===== config.mk =====
export PLATFORM = sky130hd
export DESIGN_NAME = fetch_unit
export DESIGN_NICKNAME = d
export VERILOG_FILES = /design/src/rtl/fetch_unit.sv
export SDC_FILE = /design/constraint.sdc
export NUM_CORES = 1
export LEC_CHECK = 0
export ABC_AREA = 1
export CAP_MARGIN = 10
export CORE_ASPECT_RATIO = 0.8
export CORE_MARGIN = 2
export CORE_UTILIZATION = 40
export CTS_CLUSTER_SIZE = 25
export DETAILED_ROUTE_END_ITERATION = 8
export HOLD_SLACK_MARGIN = 0.02
export PLACE_DENSITY = 0.66
export SLEW_MARGIN = 10
export SYNTH_ARGS = -nofsm -noshare
export SYNTH_HDL_FRONTEND = slang
export SYNTH_SLANG_ARGS = --single-unit

===== constraint.sdc =====
create_clock -name phi1 -period 3.4 [get_ports phi1]
set_clock_uncertainty 0.05 [all_clocks]
set_input_delay 0.68 -clock phi1 [delete_from_list [all_inputs] [get_ports phi1]]
set_output_delay 0.68 -clock phi1 [all_outputs]
set_load 0.01 [all_outputs]

===== src/rtl/fetch_unit.sv =====
// fetch_unit: 6502-style instruction fetch and addressing-mode resolver.
// Reads the opcode and its operand/pointer bytes from a byte-wide memory,
// resolves the effective address and presents the finished instruction to
// the execute stage through a valid/accept handshake.
module fetch_unit #(
    parameter int                    ADDR_WIDTH = 16,
    parameter int                    REG_WIDTH  = 8,
    parameter logic [ADDR_WIDTH-1:0] RESET_PC   = 16'h0600,
    parameter bit                    ZP_WRAP    = 1'b1
) (
    input  logic                  phi1,
    input  logic                  reset_n,
    output logic [ADDR_WIDTH-1:0] mem_addr,
    output logic                  mem_rd,
    input  logic [REG_WIDTH-1:0]  mem_data,
    input  logic [REG_WIDTH-1:0]  x_reg,
    input  logic [REG_WIDTH-1:0]  y_reg,
    input  logic                  pc_load,
    input  logic [ADDR_WIDTH-1:0] pc_load_val,
    output logic [ADDR_WIDTH-1:0] pc,
    output logic                  instr_valid,
    input  logic                  instr_accept,
    output logic [REG_WIDTH-1:0]  opcode,
    output logic [REG_WIDTH-1:0]  imm,
    output logic [ADDR_WIDTH-1:0] eff_addr,
    output logic [3:0]            am_out,
    output logic                  page_cross
);

    typedef enum logic [2:0] {
        S_OPC,
        S_OP1,
        S_OP2,
        S_PLO,
        S_PHI,
        S_HOLD
    } state_e;

    typedef enum logic [3:0] {
        AM_IMPL  = 4'd0,
        AM_IMM   = 4'd1,
        AM_ZPG   = 4'd2,
        AM_ZPG_X = 4'd3,
        AM_ZPG_Y = 4'd4,
        AM_ABS   = 4'd5,
        AM_ABS_X = 4'd6,
        AM_ABS_Y = 4'd7,
        AM_X_IND = 4'd8,
        AM_IND_Y = 4'd9,
        AM_REL   = 4'd10
    } am_e;

    // Map an opcode to its addressing mode using the bbb/cc fields.
    function automatic am_e decode(input logic [7:0] op);
        logic [2:0] bbb;
        logic [1:0] cc;
        am_e        am;
        bbb = op[4:2];
        cc  = op[1:0];
        am  = AM_IMPL;
        case (bbb)
            3'd0: begin
                if (cc == 2'b01)       am = AM_X_IND;
                else if (op == 8'h20)  am = AM_ABS;
                else if (op[7])        am = AM_IMM;
                else                   am = AM_IMPL;
            end
            3'd1: am = AM_ZPG;
            3'd2: am = (cc == 2'b01) ? AM_IMM : AM_IMPL;
            3'd3: am = AM_ABS;
            3'd4: begin
                if (cc == 2'b01)       am = AM_IND_Y;
                else if (cc == 2'b00)  am = AM_REL;
                else                   am = AM_IMPL;
            end
            3'd5: am = (cc == 2'b10 && op[7:6] == 2'b10) ? AM_ZPG_Y : AM_ZPG_X;
            3'd6: am = (cc == 2'b01) ? AM_ABS_Y : AM_IMPL;
            default: am = (op == 8'hBE) ? AM_ABS_Y : AM_ABS_X;
        endcase
        return am;
    endfunction

    // Zero-page sum: stays inside page zero when ZP_WRAP is set.
    function automatic logic [ADDR_WIDTH-1:0] zp_sum(input logic [ADDR_WIDTH-1:0] a,
                                                     input logic [ADDR_WIDTH-1:0] b);
        logic [ADDR_WIDTH-1:0] s;
        s = a + b;
        if (ZP_WRAP) begin
            s = {{(ADDR_WIDTH-8){1'b0}}, s[7:0]};
        end
        return s;
    endfunction

    // Carry out of the low byte when an index register is added to it.
    function automatic logic low_carry(input logic [REG_WIDTH-1:0] a,
                                       input logic [REG_WIDTH-1:0] b);
        logic [REG_WIDTH:0] s;
        s = {1'b0, a} + {1'b0, b};
        return s[REG_WIDTH];
    endfunction

    state_e                state_q, state_d;
    logic [ADDR_WIDTH-1:0] pc_q, pc_d;
    logic [REG_WIDTH-1:0]  opc_q, opc_d;
    am_e                   am_q, am_d;
    logic [REG_WIDTH-1:0]  op1_q, op1_d;
    logic [ADDR_WIDTH-1:0] ptr_q, ptr_d;
    logic [REG_WIDTH-1:0]  lo_q, lo_d;
    logic [REG_WIDTH-1:0]  opcode_q, opcode_d;
    logic [REG_WIDTH-1:0]  imm_q, imm_d;
    logic [ADDR_WIDTH-1:0] eff_q, eff_d;
    am_e                   amo_q, amo_d;
    logic                  pcx_q, pcx_d;

    am_e                   dec_am;
    logic [REG_WIDTH-1:0]  idx;
    logic [REG_WIDTH-1:0]  ptr_off;

    assign dec_am = decode(mem_data[7:0]);

    // Select the index register added to the final address, and the one added to the zero-page pointer.
    always_comb begin
        idx     = '0;
        ptr_off = '0;
        case (am_q)
            AM_ZPG_X, AM_ABS_X:           idx = x_reg;
            AM_ZPG_Y, AM_ABS_Y, AM_IND_Y: idx = y_reg;
            default:                      idx = '0;
        endcase
        if (am_q == AM_X_IND) begin
            ptr_off = x_reg;
        end
    end

    // Fetch sequencer: captures each byte on the edge after its read and finalizes outputs on entry to HOLD.
    always_comb begin
        state_d  = state_q;
        pc_d     = pc_q;
        opc_d    = opc_q;
        am_d     = am_q;
        op1_d    = op1_q;
        ptr_d    = ptr_q;
        lo_d     = lo_q;
        opcode_d = opcode_q;
        imm_d    = imm_q;
        eff_d    = eff_q;
        amo_d    = amo_q;
        pcx_d    = pcx_q;
        if (pc_load) begin
            state_d = S_OPC;
            pc_d    = pc_load_val;
        end else begin
            case (state_q)
                S_OPC: begin
                    pc_d  = pc_q + ADDR_WIDTH'(1);
                    opc_d = mem_data;
                    am_d  = dec_am;
                    if (dec_am == AM_IMPL) begin
                        opcode_d = mem_data;
                        imm_d    = '0;
                        eff_d    = '0;
                        amo_d    = AM_IMPL;
                        pcx_d    = 1'b0;
                        state_d  = S_HOLD;
                    end else begin
                        state_d  = S_OP1;
                    end
                end
                S_OP1: begin
                    pc_d  = pc_q + ADDR_WIDTH'(1);
                    op1_d = mem_data;
                    case (am_q)
                        AM_IMM, AM_REL, AM_ZPG, AM_ZPG_X, AM_ZPG_Y: begin
                            opcode_d = opc_q;
                            amo_d    = am_q;
                            pcx_d    = 1'b0;
                            imm_d    = '0;
                            eff_d    = '0;
                            if (am_q == AM_IMM || am_q == AM_REL) begin
                                imm_d = mem_data;
                            end else if (am_q == AM_ZPG) begin
                                eff_d = ADDR_WIDTH'(mem_data);
                            end else begin
                                eff_d = zp_sum(ADDR_WIDTH'(mem_data), ADDR_WIDTH'(idx));
                            end
                            state_d = S_HOLD;
                        end
                        AM_X_IND, AM_IND_Y: begin
                            ptr_d   = zp_sum(ADDR_WIDTH'(mem_data), ADDR_WIDTH'(ptr_off));
                            state_d = S_PLO;
                        end
                        default: state_d = S_OP2;
                    endcase
                end
                S_OP2: begin
                    pc_d     = pc_q + ADDR_WIDTH'(1);
                    opcode_d = opc_q;
                    amo_d    = am_q;
                    imm_d    = '0;
                    eff_d    = ADDR_WIDTH'({mem_data, op1_q}) + ADDR_WIDTH'(idx);
                    pcx_d    = low_carry(op1_q, idx);
                    state_d  = S_HOLD;
                end
                S_PLO: begin
                    lo_d    = mem_data;
                    state_d = S_PHI;
                end
                S_PHI: begin
                    opcode_d = opc_q;
                    amo_d    = am_q;
                    imm_d    = '0;
                    eff_d    = ADDR_WIDTH'({mem_data, lo_q}) + ADDR_WIDTH'(idx);
                    pcx_d    = low_carry(lo_q, idx);
                    state_d  = S_HOLD;
                end
                S_HOLD: begin
                    if (instr_accept) begin
                        state_d = S_OPC;
                    end
                end
                default: state_d = S_OPC;
            endcase
        end
    end

    // State and datapath registers; reset discards any partially fetched instruction.
    always_ff @(posedge phi1 or negedge reset_n) begin
        if (!reset_n) begin
            state_q  <= S_OPC;
            pc_q     <= RESET_PC;
            opc_q    <= '0;
            am_q     <= AM_IMPL;
            op1_q    <= '0;
            ptr_q    <= '0;
            lo_q     <= '0;
            opcode_q <= '0;
            imm_q    <= '0;
            eff_q    <= '0;
            amo_q    <= AM_IMPL;
            pcx_q    <= 1'b0;
        end else begin
            state_q  <= state_d;
            pc_q     <= pc_d;
            opc_q    <= opc_d;
            am_q     <= am_d;
            op1_q    <= op1_d;
            ptr_q    <= ptr_d;
            lo_q     <= lo_d;
            opcode_q <= opcode_d;
            imm_q    <= imm_d;
            eff_q    <= eff_d;
            amo_q    <= amo_d;
            pcx_q    <= pcx_d;
        end
    end

    // Read address: PC for opcode/operands, the zero-page pointer pair for indirect modes.
    always_comb begin
        mem_addr = pc_q;
        case (state_q)
            S_PLO:   mem_addr = ptr_q;
            S_PHI:   mem_addr = zp_sum(ptr_q, ADDR_WIDTH'(1));
            default: mem_addr = pc_q;
        endcase
    end

    assign mem_rd      = reset_n & (state_q != S_HOLD);
    assign pc          = pc_q;
    assign instr_valid = (state_q == S_HOLD);
    assign opcode      = opcode_q;
    assign imm         = imm_q;
    assign eff_addr    = eff_q;
    assign am_out      = amo_q;
    assign page_cross  = pcx_q;

endmodule


==> impl_metrics.yaml <==
run_status:
  outcome: "completed"
timing:
  setup_violations: 0
  clock.fmax_mhz: 317
  hold_viol: 0
  final_min_period_over_clock_period_pct: 92.8
  drv_slew: 0
  grt_setup_unrepaired: "false"
  worst_slew_pin_slew_ns: 0.919
  slew_headroom_pct: 38.5
  layout_min_cycle_time_ns: 3.16
global_routing:
  overflow: 0
  grt_usage_pct: 22.7
  grt_max_degree: 71
  grt_antenna_before_repair: 0
  grt_pass1_wl_microns: 28600
  first_global_vias: 5442
logic_synthesis:
  netlist_area_sq_um: 6060
  syn_nets: 920
  ys_ff_latch: 92
  async_reset_ff_share_pct: 100
  postSynthCellCount: 849
  synth.avg_cell_area_sq_um: 7.13
  synth_edf_count: 0
  synth.yosys.seq_area_share_pct: 38.1
  ys_warn_count: 0
  synthFlopType: "dfrtp_1"
  ys_types: 41
floorplanning:
  die_area_sq_um: 16100
  die_h_microns: 114
  fp-row-count: 40
  die_x_microns: 142
  initial_utilization_pct: 40.6
  core_sq_um: 14900
  io_pins: 115
power_and_ir_drop:
  powerDensity_nw_per_um2: 802
  ir_drop_mv: 0.316
  power.leakage_uw: 0.00375
  power.total_uw: 6280
final_layout:
  final_cell_mix: "nand2_1, clkdlybuf4s50_1, dfrtp_1"
  multiInputGateArea_sq_um: 3280
  fillerInstances: 1505
  seq_area_sq_um: 2300
  nets: 1051
  final_cells: 1173
  syn_to_final_growth_pct: 29.2
  antenna_cells: 0
  drive_above_1_share_pct: 8.13
  layout_commonest_cell: "nand2_1"
clock_network:
  clk_pin_slew_ns: 0.06
  cts_tree: "built"
  cts_buffers: 9
  clkLatencyLatePin_ns: 0.34
  clkSinkCount: 92
  cts_root_buffer: "clkbuf_16"
  cts_setup_buffers: 0
  cts_max_path_buffers: 2
  htree_levels: 3
placement:
  place_congestion: 0.942
  dp_cells: 1158
  portBuffers: 114
  hpwl_microns: 14000
worst_setup_path:
  critPathKind: "reg -> reg"
  timing.rr.end: "eff_addr[15]$_DFFE_PN0P_"
  r2r_cells: 15
  startpoint_type: "register"
  critPathRequiredTime_ns: 3.59
  endpoint: "eff_addr[15]$_DFFE_PN0P_"
  crit_fanout: 14
  critPathLaunch: "state_q[1]$_DFFE_PN0P_"
  crit_arrival_ns: 3.35
  endpoint_kind: "register"
  r2r-start: "state_q[1]$_DFFE_PN0P_"
  rrSetupSlack_ns: 0.24
detailed_routing:
  drtIter0Drc: 525
  drc: 0
  first_pass_iters: 5
  routedWlPerCell_microns: 15.2
  via_per_inst: 5.09
  routed_wl_microns: 17800
  vias: 5968
  ant_nets: 0
flow_run:
  cap_violations: 0
worst_hold_path:
  hp-class: "in -> async"
final cells by class:
| class | instances | area share [%] |
|---|---|---|
| Clock buffer | 13 | 3.20 |
| Clock inverter | 2 | 0.448 |
| Inverter | 97 | 4.65 |
| Multi-Input combinational cell | 639 | 41.9 |
| Sequential cell | 92 | 29.4 |
| Tap cell | 189 | 3.02 |
| Timing Repair Buffer | 141 | 17.3 |
per-stage QoR:
stage / setup TNS, ns / worst slack, ns / util [%] / hold slack [ns] / area [sq um]
2_1_floorplan: 0 / 0.507 / - / 0.334 / 6060
6_report: 0 / 0.244 / 52.5 / 0.284 / 7830
5_1_grt: 0 / 0.0324 / 52.5 / 0.313 / 7830
3_3_place_gp: 0 / 0.0158 / 50.4 / 0.412 / 7520
3_5_place_dp: -0.113 / -0.0600 / 50.4 / 0.418 / 7520
4_1_cts: 0 / 0.0260 / 52.3 / 0.302 / 7800
cells by family (layout without fill, tap and decap cells):
logic type	Yosys count	after routing	share of synthesized area (%)
and+or+nand+nor	420	420	28.9
DFF	92	92	38.1
xor gates and xnor gates	21	21	3.04
AOI/OAI and AO/OA	171	171	16.0
adders and majority gates	27	27	5.95
buffers and inverters	118	253	8.10
how the worst min path moves through the flow:
stage	cells past startpoint	endpoint	slack [ns]	start
6_report	2	opcode[3]$_DFFE_PN0P_	0.28	reset_n
5_1_grt	2	eff_addr[0]$_DFFE_PN0P_	0.31	reset_n
4_1_cts	2	eff_addr[0]$_DFFE_PN0P_	0.30	reset_n
3_5_place_dp	2	opc_q[2]$_DFFE_PN0P_	0.42	opc_q[2]$_DFFE_PN0P_
3_3_place_gp	2	opc_q[4]$_DFFE_PN0P_	0.41	opc_q[4]$_DFFE_PN0P_
2_1_floorplan	0	am_out[0]$_DFFE_PN0P_	0.33	reset_n
routing by layer:
metal,vias to the layer above,share of wire [%],global-route usage (%)
met3,12,5.9,4.39
met1,2717,51,34.9
met5,-,0,0
li1,3052,-,-
met2,187,42,33.4
met4,0,0.95,4.53
repair_timing:
| item | CTS | global route |
|---|---|---|
| gates resized for setup | 0 | 7 |
| hold buffers | 0 | 0 |
| setup endpoints to repair | 0 | 18 |
critical path, stage by stage, from the launching register on:
cell and delay [ns]:
dfrtp_1 0.42, nor2_1 0.15, inv_1 0.10, nor2_4 0.14
buf_4 0.20, o21ai_0 0.16, ha_1 0.44, nand2_1 0.12
o21ai_0 0.49, nand3_1 0.13, nand3_1 0.24, nand2_1 0.10
xor2_1 0.15, nor2_1 0.05, nand2_1 0.06, nand2_1 0.04
synthesized netlist by cell type, types with 5 or more instances:
| cell | n | area share, % |
|---|---|---|
| nor2_2 | 5 | 0.52 |
| clkbuf_1 | 11 | 0.68 |
| o22ai_1 | 5 | 0.52 |
| nand2_1 | 245 | 15 |
| ha_1 | 24 | 5.0 |
| xor2_1 | 17 | 2.5 |
| nor2_1 | 86 | 5.3 |
| o21ai_0 | 83 | 6.9 |
| inv_1 | 85 | 5.3 |
| a31oi_1 | 6 | 0.62 |
| o21ai_1 | 16 | 1.3 |
| inv_2 | 7 | 0.43 |
| nand4_1 | 8 | 0.83 |
| nor3_1 | 9 | 0.74 |
| o211ai_1 | 7 | 0.87 |
| nand3_1 | 47 | 3.9 |
| a21oi_1 | 32 | 2.6 |
| o221ai_1 | 10 | 1.4 |
| clkinv_1 | 5 | 0.31 |
| dfrtp_1 | 90 | 37 |
| nand2_2 | 10 | 1.0 |
power by group:
group	leakage, uW	internal (uW)	switching, uW
combinational	0.00244	1450	2030
clock	0.000140	586	406
sequential	0.00117	1520	289
sequential cells by signal, indices dropped and copies added (netlist names), 8 cells and up:
signal / count
eff_addr: 16
imm: 8
lo_q: 8
op1_q: 8
opc_q: 8
opcode: 8
pc: 16
ptr_q: 8
Note: power is estimated with default switching activity, not from simulation.
